$ cat config.mk
export PLATFORM = sky130hd
export DESIGN_NAME = ps2_host_tx_flat
export DESIGN_NICKNAME = d
export VERILOG_FILES = /design/src/rtl/ps2_host_tx_if.sv /design/src/rtl/ps2_host_tx.sv /design/src/flat_wrapper.sv
export SDC_FILE = /design/constraint.sdc
export NUM_CORES = 1
export LEC_CHECK = 0
export ABC_CLOCK_PERIOD_IN_PS = 2000
export CAP_MARGIN = 25
export CORE_MARGIN = 8
export CORE_UTILIZATION = 35
export CTS_CLUSTER_SIZE = 14
export DETAILED_ROUTE_END_ITERATION = 8
export GPL_ROUTABILITY_DRIVEN = 0
export GPL_TIMING_DRIVEN = 1
export PLACE_DENSITY = 0.64
export SLEW_MARGIN = 20
export SYNTH_ARGS = -nofsm -noshare
export SYNTH_HDL_FRONTEND = slang
export SYNTH_SLANG_ARGS = --single-unit
$ cat constraint.sdc
create_clock -name CLOCK_50 -period 2 [get_ports CLOCK_50]
set_input_delay 0.2 -clock CLOCK_50 [delete_from_list [all_inputs] [get_ports CLOCK_50]]
set_output_delay 0.2 -clock CLOCK_50 [all_outputs]
set_load 0.01 [all_outputs]
$ cat src/rtl/ps2_host_tx_if.sv
// ps2_host_tx_if
//   Byte handshake between a command source (CPU bus controller or a fixed
//   command sequencer) and the PS/2 host transmitter.
//   Signals:
//     tx_data  [7:0]  command byte            (master -> slave)
//     tx_valid        byte offered            (master -> slave)
//     tx_ready        transmitter can accept  (slave  -> master)
//   A byte moves on a clock edge where tx_valid && tx_ready. The master
//   holds tx_valid and tx_data until that edge.
interface ps2_host_tx_if;
    logic [7:0] tx_data;
    logic       tx_valid;
    logic       tx_ready;

    modport master (output tx_data, output tx_valid, input tx_ready);
    modport slave  (input tx_data, input tx_valid, output tx_ready);
endinterface

$ cat src/rtl/ps2_host_tx.sv
// ps2_host_tx
//   PS/2 host-to-device transmitter. Sends one command byte (e.g. 0xED set
//   LEDs, 0xFF reset) to the keyboard using the host request-to-send sequence:
//   inhibit the clock, drive the start bit, release the clock, then shift the
//   data out on the falling edges the device generates.
//   Ports:
//     CLOCK_50     in   system clock, 50 MHz
//     reset        in   asynchronous, active-low
//     tx_if        slave side of the byte handshake (tx_data/tx_valid/tx_ready)
//     ps2_clk_in   in   raw PS2_CLK pin level (asynchronous)
//     ps2_dat_in   in   raw PS2_DAT pin level (asynchronous)
//     ps2_clk_oe   out  1 = pull PS2_CLK low, 0 = release
//     ps2_dat_oe   out  1 = pull PS2_DAT low, 0 = release
//     busy         out  frame in progress; the receiver ignores the lines meanwhile
//     tx_done      out  one-cycle pulse, device acknowledged the frame
//     tx_error     out  one-cycle pulse, device nacked or the frame timed out
//   Parameters:
//     INHIBIT_CYC  cycles the clock line is held low before request-to-send
//     TIMEOUT_CYC  cycles allowed from request-to-send until the lines go idle
module ps2_host_tx #(
    parameter int INHIBIT_CYC = 5000,
    parameter int TIMEOUT_CYC = 750000
) (
    input  logic         CLOCK_50,
    input  logic         reset,
    ps2_host_tx_if.slave tx_if,
    input  logic         ps2_clk_in,
    input  logic         ps2_dat_in,
    output logic         ps2_clk_oe,
    output logic         ps2_dat_oe,
    output logic         busy,
    output logic         tx_done,
    output logic         tx_error
);

    localparam logic [2:0] IDLE      = 3'd0;
    localparam logic [2:0] INHIBIT   = 3'd1;
    localparam logic [2:0] REQ       = 3'd2;
    localparam logic [2:0] DATA      = 3'd3;
    localparam logic [2:0] ACK       = 3'd4;
    localparam logic [2:0] WAIT_IDLE = 3'd5;
    localparam logic [2:0] DONE      = 3'd6;
    localparam logic [2:0] ERR       = 3'd7;

    localparam logic [19:0] INHIBIT_LAST = 20'(INHIBIT_CYC - 1);
    localparam logic [19:0] TIMEOUT_LAST = 20'(TIMEOUT_CYC - 1);
    localparam logic [19:0] CNT_MAX      = 20'hF_FFFF;

    // PS/2 uses odd parity: the parity bit makes the count of ones in data+parity odd.
    function automatic logic odd_parity(input logic [7:0] data);
        return ~^data;
    endfunction

    logic [2:0]  clk_sync_r;
    logic [1:0]  dat_sync_r;
    logic [2:0]  state_r;
    logic [2:0]  state_nx_s;
    logic [19:0] cnt_r;
    logic [19:0] cnt_nx_s;
    logic [19:0] cnt_inc_s;
    logic [3:0]  edge_r;
    logic [3:0]  edge_nx_s;
    logic [9:0]  shift_r;
    logic [9:0]  shift_nx_s;
    logic        dat_oe_nx_s;
    logic        clk_oe_r;
    logic        dat_oe_r;
    logic        busy_r;
    logic        done_r;
    logic        error_r;
    logic        ready_r;
    logic        clk_s;
    logic        dat_s;
    logic        fall_s;
    logic        accept_s;
    logic        timeout_s;

    assign clk_s     = clk_sync_r[1];
    assign dat_s     = dat_sync_r[1];
    assign fall_s    = clk_sync_r[2] & ~clk_sync_r[1];
    assign accept_s  = tx_if.tx_valid & ready_r;
    assign timeout_s = (cnt_r == TIMEOUT_LAST);

    // Two-stage pin synchronisers; the third clock stage holds the previous synchronised level.
    always_ff @(posedge CLOCK_50 or negedge reset) begin
        if (!reset) begin
            clk_sync_r <= 3'b111;
            dat_sync_r <= 2'b11;
        end else begin
            clk_sync_r <= {clk_sync_r[1:0], ps2_clk_in};
            dat_sync_r <= {dat_sync_r[0], ps2_dat_in};
        end
    end

    // Saturating increment shared by the inhibit and timeout phases.
    always_comb begin
        if (cnt_r == CNT_MAX) begin
            cnt_inc_s = cnt_r;
        end else begin
            cnt_inc_s = cnt_r + 20'd1;
        end
    end

    // Next-state logic: frame sequencing, bit shifting and timeout supervision.
    always_comb begin
        state_nx_s  = state_r;
        cnt_nx_s    = cnt_inc_s;
        edge_nx_s   = edge_r;
        shift_nx_s  = shift_r;
        dat_oe_nx_s = dat_oe_r;
        case (state_r)
            IDLE: begin
                cnt_nx_s    = 20'd0;
                dat_oe_nx_s = 1'b0;
                if (accept_s) begin
                    state_nx_s = INHIBIT;
                    shift_nx_s = {1'b1, odd_parity(tx_if.tx_data), tx_if.tx_data};
                end else begin
                    state_nx_s = IDLE;
                end
            end
            INHIBIT: begin
                if (cnt_r == INHIBIT_LAST) begin
                    // Start bit goes out together with the clock release.
                    state_nx_s  = REQ;
                    cnt_nx_s    = 20'd0;
                    edge_nx_s   = 4'd0;
                    dat_oe_nx_s = 1'b1;
                end else begin
                    state_nx_s = INHIBIT;
                end
            end
            REQ: begin
                if (timeout_s) begin
                    state_nx_s  = ERR;
                    dat_oe_nx_s = 1'b0;
                end else begin
                    state_nx_s = DATA;
                end
            end
            DATA: begin
                // Timeout wins over a falling edge in the same cycle.
                if (timeout_s) begin
                    state_nx_s  = ERR;
                    dat_oe_nx_s = 1'b0;
                end else if (fall_s) begin
                    // Edges 1..8 data LSB first, 9 parity, 10 stop (released line).
                    dat_oe_nx_s = ~shift_r[0];
                    shift_nx_s  = {1'b0, shift_r[9:1]};
                    edge_nx_s   = edge_r + 4'd1;
                    if (edge_r == 4'd9) begin
                        state_nx_s = ACK;
                    end else begin
                        state_nx_s = DATA;
                    end
                end else begin
                    state_nx_s = DATA;
                end
            end
            ACK: begin
                if (timeout_s) begin
                    state_nx_s  = ERR;
                    dat_oe_nx_s = 1'b0;
                end else if (fall_s) begin
                    edge_nx_s = 4'd11;
                    if (dat_s) begin
                        state_nx_s = ERR;
                    end else begin
                        state_nx_s = WAIT_IDLE;
                    end
                end else begin
                    state_nx_s = ACK;
                end
            end
            WAIT_IDLE: begin
                // Further clock edges here are ignored; only both lines idle ends the frame.
                if (timeout_s) begin
                    state_nx_s  = ERR;
                    dat_oe_nx_s = 1'b0;
                end else if (clk_s && dat_s) begin
                    state_nx_s = DONE;
                end else begin
                    state_nx_s = WAIT_IDLE;
                end
            end
            DONE: begin
                state_nx_s  = IDLE;
                cnt_nx_s    = 20'd0;
                dat_oe_nx_s = 1'b0;
            end
            ERR: begin
                state_nx_s  = IDLE;
                cnt_nx_s    = 20'd0;
                dat_oe_nx_s = 1'b0;
            end
            default: begin
                state_nx_s  = IDLE;
                cnt_nx_s    = 20'd0;
                dat_oe_nx_s = 1'b0;
            end
        endcase
    end

    // State, counters and frame shift register.
    always_ff @(posedge CLOCK_50 or negedge reset) begin
        if (!reset) begin
            state_r <= IDLE;
            cnt_r   <= 20'd0;
            edge_r  <= 4'd0;
            shift_r <= 10'd0;
        end else begin
            state_r <= state_nx_s;
            cnt_r   <= cnt_nx_s;
            edge_r  <= edge_nx_s;
            shift_r <= shift_nx_s;
        end
    end

    // Outputs registered from the next state so they change on the same edge as the state.
    always_ff @(posedge CLOCK_50 or negedge reset) begin
        if (!reset) begin
            clk_oe_r <= 1'b0;
            dat_oe_r <= 1'b0;
            busy_r   <= 1'b0;
            done_r   <= 1'b0;
            error_r  <= 1'b0;
            ready_r  <= 1'b1;
        end else begin
            clk_oe_r <= (state_nx_s == INHIBIT);
            dat_oe_r <= dat_oe_nx_s;
            busy_r   <= (state_nx_s != IDLE);
            done_r   <= (state_nx_s == DONE);
            error_r  <= (state_nx_s == ERR);
            ready_r  <= (state_nx_s == IDLE);
        end
    end

    assign ps2_clk_oe     = clk_oe_r;
    assign ps2_dat_oe     = dat_oe_r;
    assign busy           = busy_r;
    assign tx_done        = done_r;
    assign tx_error       = error_r;
    assign tx_if.tx_ready = ready_r;

endmodule
$ cat src/flat_wrapper.sv
// flat-port wrapper written by rule: the top's interface ports become plain ports
module ps2_host_tx_flat 
#(
    parameter int INHIBIT_CYC = 5000,
    parameter int TIMEOUT_CYC = 750000
)
  (CLOCK_50, reset, ps2_clk_in, ps2_dat_in, ps2_clk_oe, ps2_dat_oe, busy, tx_done, tx_error, tx_if_tx_data, tx_if_tx_valid, tx_if_tx_ready);
  ps2_host_tx_if tx_if_i ();
  input  logic CLOCK_50;
  input  logic reset;
  input  logic ps2_clk_in;
  input  logic ps2_dat_in;
  output logic ps2_clk_oe;
  output logic ps2_dat_oe;
  output logic busy;
  output logic tx_done;
  output logic tx_error;
  input wire logic [$bits(tx_if_i.tx_data)-1:0] tx_if_tx_data;
  input wire logic [$bits(tx_if_i.tx_valid)-1:0] tx_if_tx_valid;
  output wire logic [$bits(tx_if_i.tx_ready)-1:0] tx_if_tx_ready;
  assign tx_if_i.tx_data = tx_if_tx_data;
  assign tx_if_i.tx_valid = tx_if_tx_valid;
  assign tx_if_tx_ready = tx_if_i.tx_ready;
  ps2_host_tx #(.INHIBIT_CYC(INHIBIT_CYC), .TIMEOUT_CYC(TIMEOUT_CYC)) u_core (.CLOCK_50(CLOCK_50), .reset(reset), .tx_if(tx_if_i), .ps2_clk_in(ps2_clk_in), .ps2_dat_in(ps2_dat_in), .ps2_clk_oe(ps2_clk_oe), .ps2_dat_oe(ps2_dat_oe), .busy(busy), .tx_done(tx_done), .tx_error(tx_error));
endmodule
# After elaboration in Yosys (flattened, before gate mapping)
# Index checks and enable logic that the tools add are counted.
[word_totals] ff_bits=48 latch_bits=0 ram_bits=0 mem_bits_ro=0 input_bits=13 out_inout_bits=6 word_cells=83 memories=0
[op_classes] add_sub_neg=2 n_mul=0 div_mod_pow=0 n_lt_le_gt_ge=0 eq_ne=22 n_shift=0 n_mux=30 bitwise=4 reduce_logical=13
[ops] op="equality test 20 bit, second input constant" n=2
[ops] op="two-way mux 20 bit" n=2
[ops] op="case mux 20 bit (2 select lines)" n=1
[ops] op="two-way mux 10 bit" n=3
[ops] op="case mux 3 bit (7 select lines)" n=1
[ops] op="adder 20 x 1 -> 20 bit, second input constant" n=1
[ops] op="equality test 20 x 13 -> 1 bit, second input constant" n=1
[ops] op="two-way mux 4 bit" n=5
[ops] op="case mux 10 bit (2 select lines)" n=1
[ops] op="equality test 3 bit, second input constant" n=6
[ops] op="two-way mux 3 bit" n=6
[ops] op="case mux 4 bit (3 select lines)" n=1
[ops] op="!= test 2 x 1 -> 1 bit, second input constant" n=5
[ops] op="two-way mux 2 bit" n=4
[ops] op="XNOR reduction 8 bit" n=1
[ops] op="equality test 3 x 1 -> 1 bit, second input constant" n=2
[ops] op="equality test 3 x 2 -> 1 bit, second input constant" n=2
[ops] op="logical NOT 3 bit" n=2
[ops] op="AND reduction 6 bit" n=1
[ops] op="nonzero test 3 bit" n=2
[ops] op="OR reduction 3 bit" n=2
[ops] op="two-way mux 1 bit" n=5
[ops] op="adder 4 x 1 -> 4 bit, second input constant" n=1
[ops] op="equality test 4 bit, second input constant" n=1
[ops] op="10 further kinds" n=13

# Logic depth before layout (Yosys ltp)
[logic_depth] depth_word=6 ltp_mapped=8 depth_no_buf=8

# Worst setup path after synthesis
# Ideal clock, no wire load.
[synth_path] kind="register to register" startpoint="register u_core.cnt_r[0]" endpoint="register u_core.shift_r[0]" setup_ns=0.125 t_arrival_ns=1.795 required_time_ns=1.875 path_slack_ns=0.080 path_stages_with_launch=7 path_buffers=0 synth_period_minus_slack_ns=1.920 path_cell_list="dfrtp_1 -> ha_1 -> and2_1 -> and4_4 -> a21oi_4 -> a21oi_4 -> mux2_4"
[synth_between] elab_chain_cells=3
[synth_lines] item="start: declaration" line_no="ps2_host_tx.sv:58" text="logic [19:0] cnt_r;"
[synth_lines] item="start signal: assignment" line_no="ps2_host_tx.sv:213" text="cnt_r <= cnt_nx_s;"
[synth_lines] item="equality test 20 bit" line_no="ps2_host_tx.sv:82" text="assign timeout_s = (cnt_r == TIMEOUT_LAST);"
[synth_lines] item="!= test 2 bit (no line)"
[synth_lines] item="AND reduction 4 bit (no line)"
[synth_lines] item="end signal: assignment" line_no="ps2_host_tx.sv:215" text="shift_r <= shift_nx_s;"
[synth_lines] item="end: declaration" line_no="ps2_host_tx.sv:63" text="logic [9:0] shift_r;"
# No other way between the ends.
# A chain may end at the register's enable or synchronous reset.

# Worst setup path in the final report
[layout_path] startpoint="register u_core.cnt_r[6]" endpoint="register u_core.shift_r[8]"
# The elaborated chain is that of the path after synthesis.

==> impl_metrics.csv <==
group,metric,value,unit
placed_design,dp_hpwl,4310,um
die,die_height,103.6,um
cts,cts.path.max_buffers,2,
synth,synth.cell_area,0.002684,sq mm
synth,seq_area_frac_synth,45.03,%
die,pin_count,19,
critical_path,worstSetupPathType,"reg2reg",
cts,clk_pin_slew,0.10,ns
grt,grt_pass1_vias,2151,
sta,fmaxAchievable,0.5221,GHz
critical_path,critPathCaptureType,"register",
power,p_per_area,517.0,mW/mm^2
sta,grt_setup_unrepaired,"no",
sta,setup_viol,0,
sta,fin_crit_sh,95.77,%
cells_and_area,syn_to_final_growth,21.40,%
routing,routed_wl,5825,um
hold_path,worstHoldPathCells,1,
power,power.internal,1.279,mW
sta,tns,0,ns
cts,cts.sinks,48,
cells_and_area,antennaDiodeCount,0,
routing,drc,0,
critical_path,cp-start-kind,"register",
cells_and_area,utilization,43.06,%
cts,cts_max_level,2,
synth,synthFlopType,"dfrtp_1",
cells_and_area,fin_nets,306,
cts,cts_tree,"done",
critical_path,crit_fanout,10,
die,die_w,103.6,um
sta,worst_slew_pin_slew,0.5029,ns
die,fp.dieArea,0.01073,sq mm
grt,antenna_found_initial,0,
synth,ys_async_sr_fraction,100.0,%
cells_and_area,drive_above_1_share,25.09,%
routing,drt-initial-drc-count,122,
synth,syn_nets,270,
outcome,status,"completed",
sta,clock_skew,0.006514,ns
cts,clock-root-buffer,"clkbuf_8",
cts,clk_latency,0.31,ns
placed_design,pre_cts_ws,0.04644,ns
sta,slew_headroom,66.47,%
power,total_power,1.684,mW
grt,grt_max_degree,28,
power,switching_share,24.07,%
cts,post-cts-setup-buffers,0,
die,core.rowCount,32,
hold_path,hold_path.class,"in2reg",
grt,gr-total-overflow,0,
routing,wl_per_cell,14.82,um
flow_run,maxCapViolCount,0,
power,pwr-share-seq,58.3,%
cells_and_area,final_cell_count_no_fill,393,
synth,ys_ff_latch,48,
sta,final-hold-violation-count,0,
routing,vias_per_cell,5.265,
power,p_leak,1.414,nW
die,start_util,35.47,%
synth,synthCells,254,
placed_design,placed_cells,384,
synth,synth.distinct_cells,62,
placed_design,placement.io_buffers,18,
cts,cts-buffers-inserted,5,
sta,setup_ws,0.08459,ns
synth,yosysWarnings,0,
sta,slew_viol_final,0,
power,peakVddDrop,0.0001869,V
critical_path,rr_worst_depth,6,
power,p_comb_share,5.8,%
synth,synth-edff-count,0,
routing,vias,2069,
critical_path,cp.arrival,2.12,ns
critical_path,crit_required,2.21,ns
cells_and_area,fillers,719,
die,coreArea,0.007567,sq mm
grt,grt_pass1_wl,10190,um
routing,ant_nets,0,
power,p_sw,0.4055,mW
synth,synth_area_per_cell,10.57,sq um
grt,grt_use_total,11.36,%
power,clockPowerShare,35.9,%
sta,fin_crit,1.915,ns
routing,dr.pass1.iters,5,
-- power groups by stage --
stage / Clock, mW / Sequential, mW / Combinational, mW
after CTS: 0.627 / 0.982 / 0.100
after global placement: 0 / 1.00 / 0.0973
final: 0.605 / 0.982 / 0.0973
after global routing: 0.662 / 0.983 / 0.108
after detailed placement: 0 / 1.00 / 0.0983
after floorplan: 0 / 1.00 / 0.0422
-- metrics by stage --
step                hold slack, ns  cell area, sq um
floorplan                 -0.09559              2684
global placement            0.2013              3131
detailed placement          0.2065              3131
CTS                         0.2755              3233
global route                0.2833              3258
finish                      0.2877              3258
-- logic make-up after synthesis --
family	share of synthesized area (%)
AOI/OAI and AO/OA	15.11
and+or+nand+nor	20.84
muxes	9.138
buffers and inverters	2.936
adders and majority gates	1.399
xor gates and xnor gates	5.548
DFF	45.03
-- Yosys cell counts (all sizes together), types with 4 or more instances --
master	instances	share of area, %
nand2	13	1.8
nand4	7	1.6
a21oi	10	2.7
nand3	9	1.9
inv	10	1.4
a211oi	7	2.1
o21ai	8	1.5
xnor2	8	2.6
and4	6	2.1
buf	5	0.93
dfstp	6	5.9
xor2	9	2.9
mux2	17	8.4
clkbuf	4	0.61
nor3	8	1.5
nor2	24	3.4
and3	10	2.4
dfrtp	42	39
o211ai	4	1.1
-- final timing paths --
check                                                from                             end  slack, ns
min in group asynchronous                           reset   u_core.shift_r[5]$_DFFE_PN0P_       0.39
hold reg to reg            u_core.dat_sync_r[0]$_DFF_PN1_  u_core.dat_sync_r[1]$_DFF_PN1_       0.35
setup / recovery                u_core.cnt_r[6]$_DFF_PN0_   u_core.shift_r[8]$_DFFE_PN0P_       0.08
max in group asynchronous                           reset  u_core.dat_sync_r[0]$_DFF_PN1_       1.01
setup reg to reg                u_core.cnt_r[6]$_DFF_PN0_   u_core.shift_r[8]$_DFFE_PN0P_       0.08
hold / removal                                 ps2_clk_in  u_core.clk_sync_r[0]$_DFF_PN1_       0.29
-- sequential cells by signal, summed over array words and instances (netlist names) --
register / flops
u_core.ps2_clk_oe: 1
u_core.busy: 1
u_core.tx_if.tx_ready: 1
u_core.ps2_dat_oe: 1
u_core.dat_sync_r: 2
u_core.shift_r: 10
u_core.edge_r: 4
u_core.clk_sync_r: 3
u_core.tx_error: 1
u_core.tx_done: 1
u_core.cnt_r: 20
u_core.state_r: 3
-- critical path, cell delays in order, from the launching register on --
cell     delay (ns)
dfrtp_1        0.45
nor4b_4        0.34
and4_4         0.30
a21oi_4        0.09
a21oi_4        0.17
buf_12         0.16
mux2_4         0.30
-- metal layers --
metal  GRT usage, %  part of all wire (%)
met4          5.876                   2.1
met5              0                     0
met2          18.06                    48
met1          14.17                    46
met3          2.416                   3.3
-- final cells by class --
class / instances / area [sq um] / area share (%)
tap: 102 / 127.6 / 3.917
timing repair buffer: 38 / 365.4 / 11.21
clock buffer: 5 / 68.82 / 2.112
clock inverter: 3 / 23.77 / 0.7296
inverter: 10 / 37.54 / 1.152
multi-input combinational: 187 / 1426 / 43.78
sequential: 48 / 1209 / 37.10
-- layout by cell type (no fill, tap or decap), types with 7 or more instances in the layout --
cell and n:
nand4_1 7, mux2_2 8, xnor2_1 8, clkdlybuf4s50_1 17, a21oi_1 7, dfrtp_1 42
buf_4 16, mux2_4 9, nor2_1 24, and3_1 8, nor3_1 7, xor2_1 9
nand2_1 13, inv_1 9, nand3_1 8
-- what timing repair did --
item                                    4_1_cts  5_1_grt
hold buffers                                  1        0
gates resized for setup                       0        6
endpoints found under the setup margin        0        6
hold endpoints to repair                     20        0
Note: power is estimated with default switching activity, not from simulation.
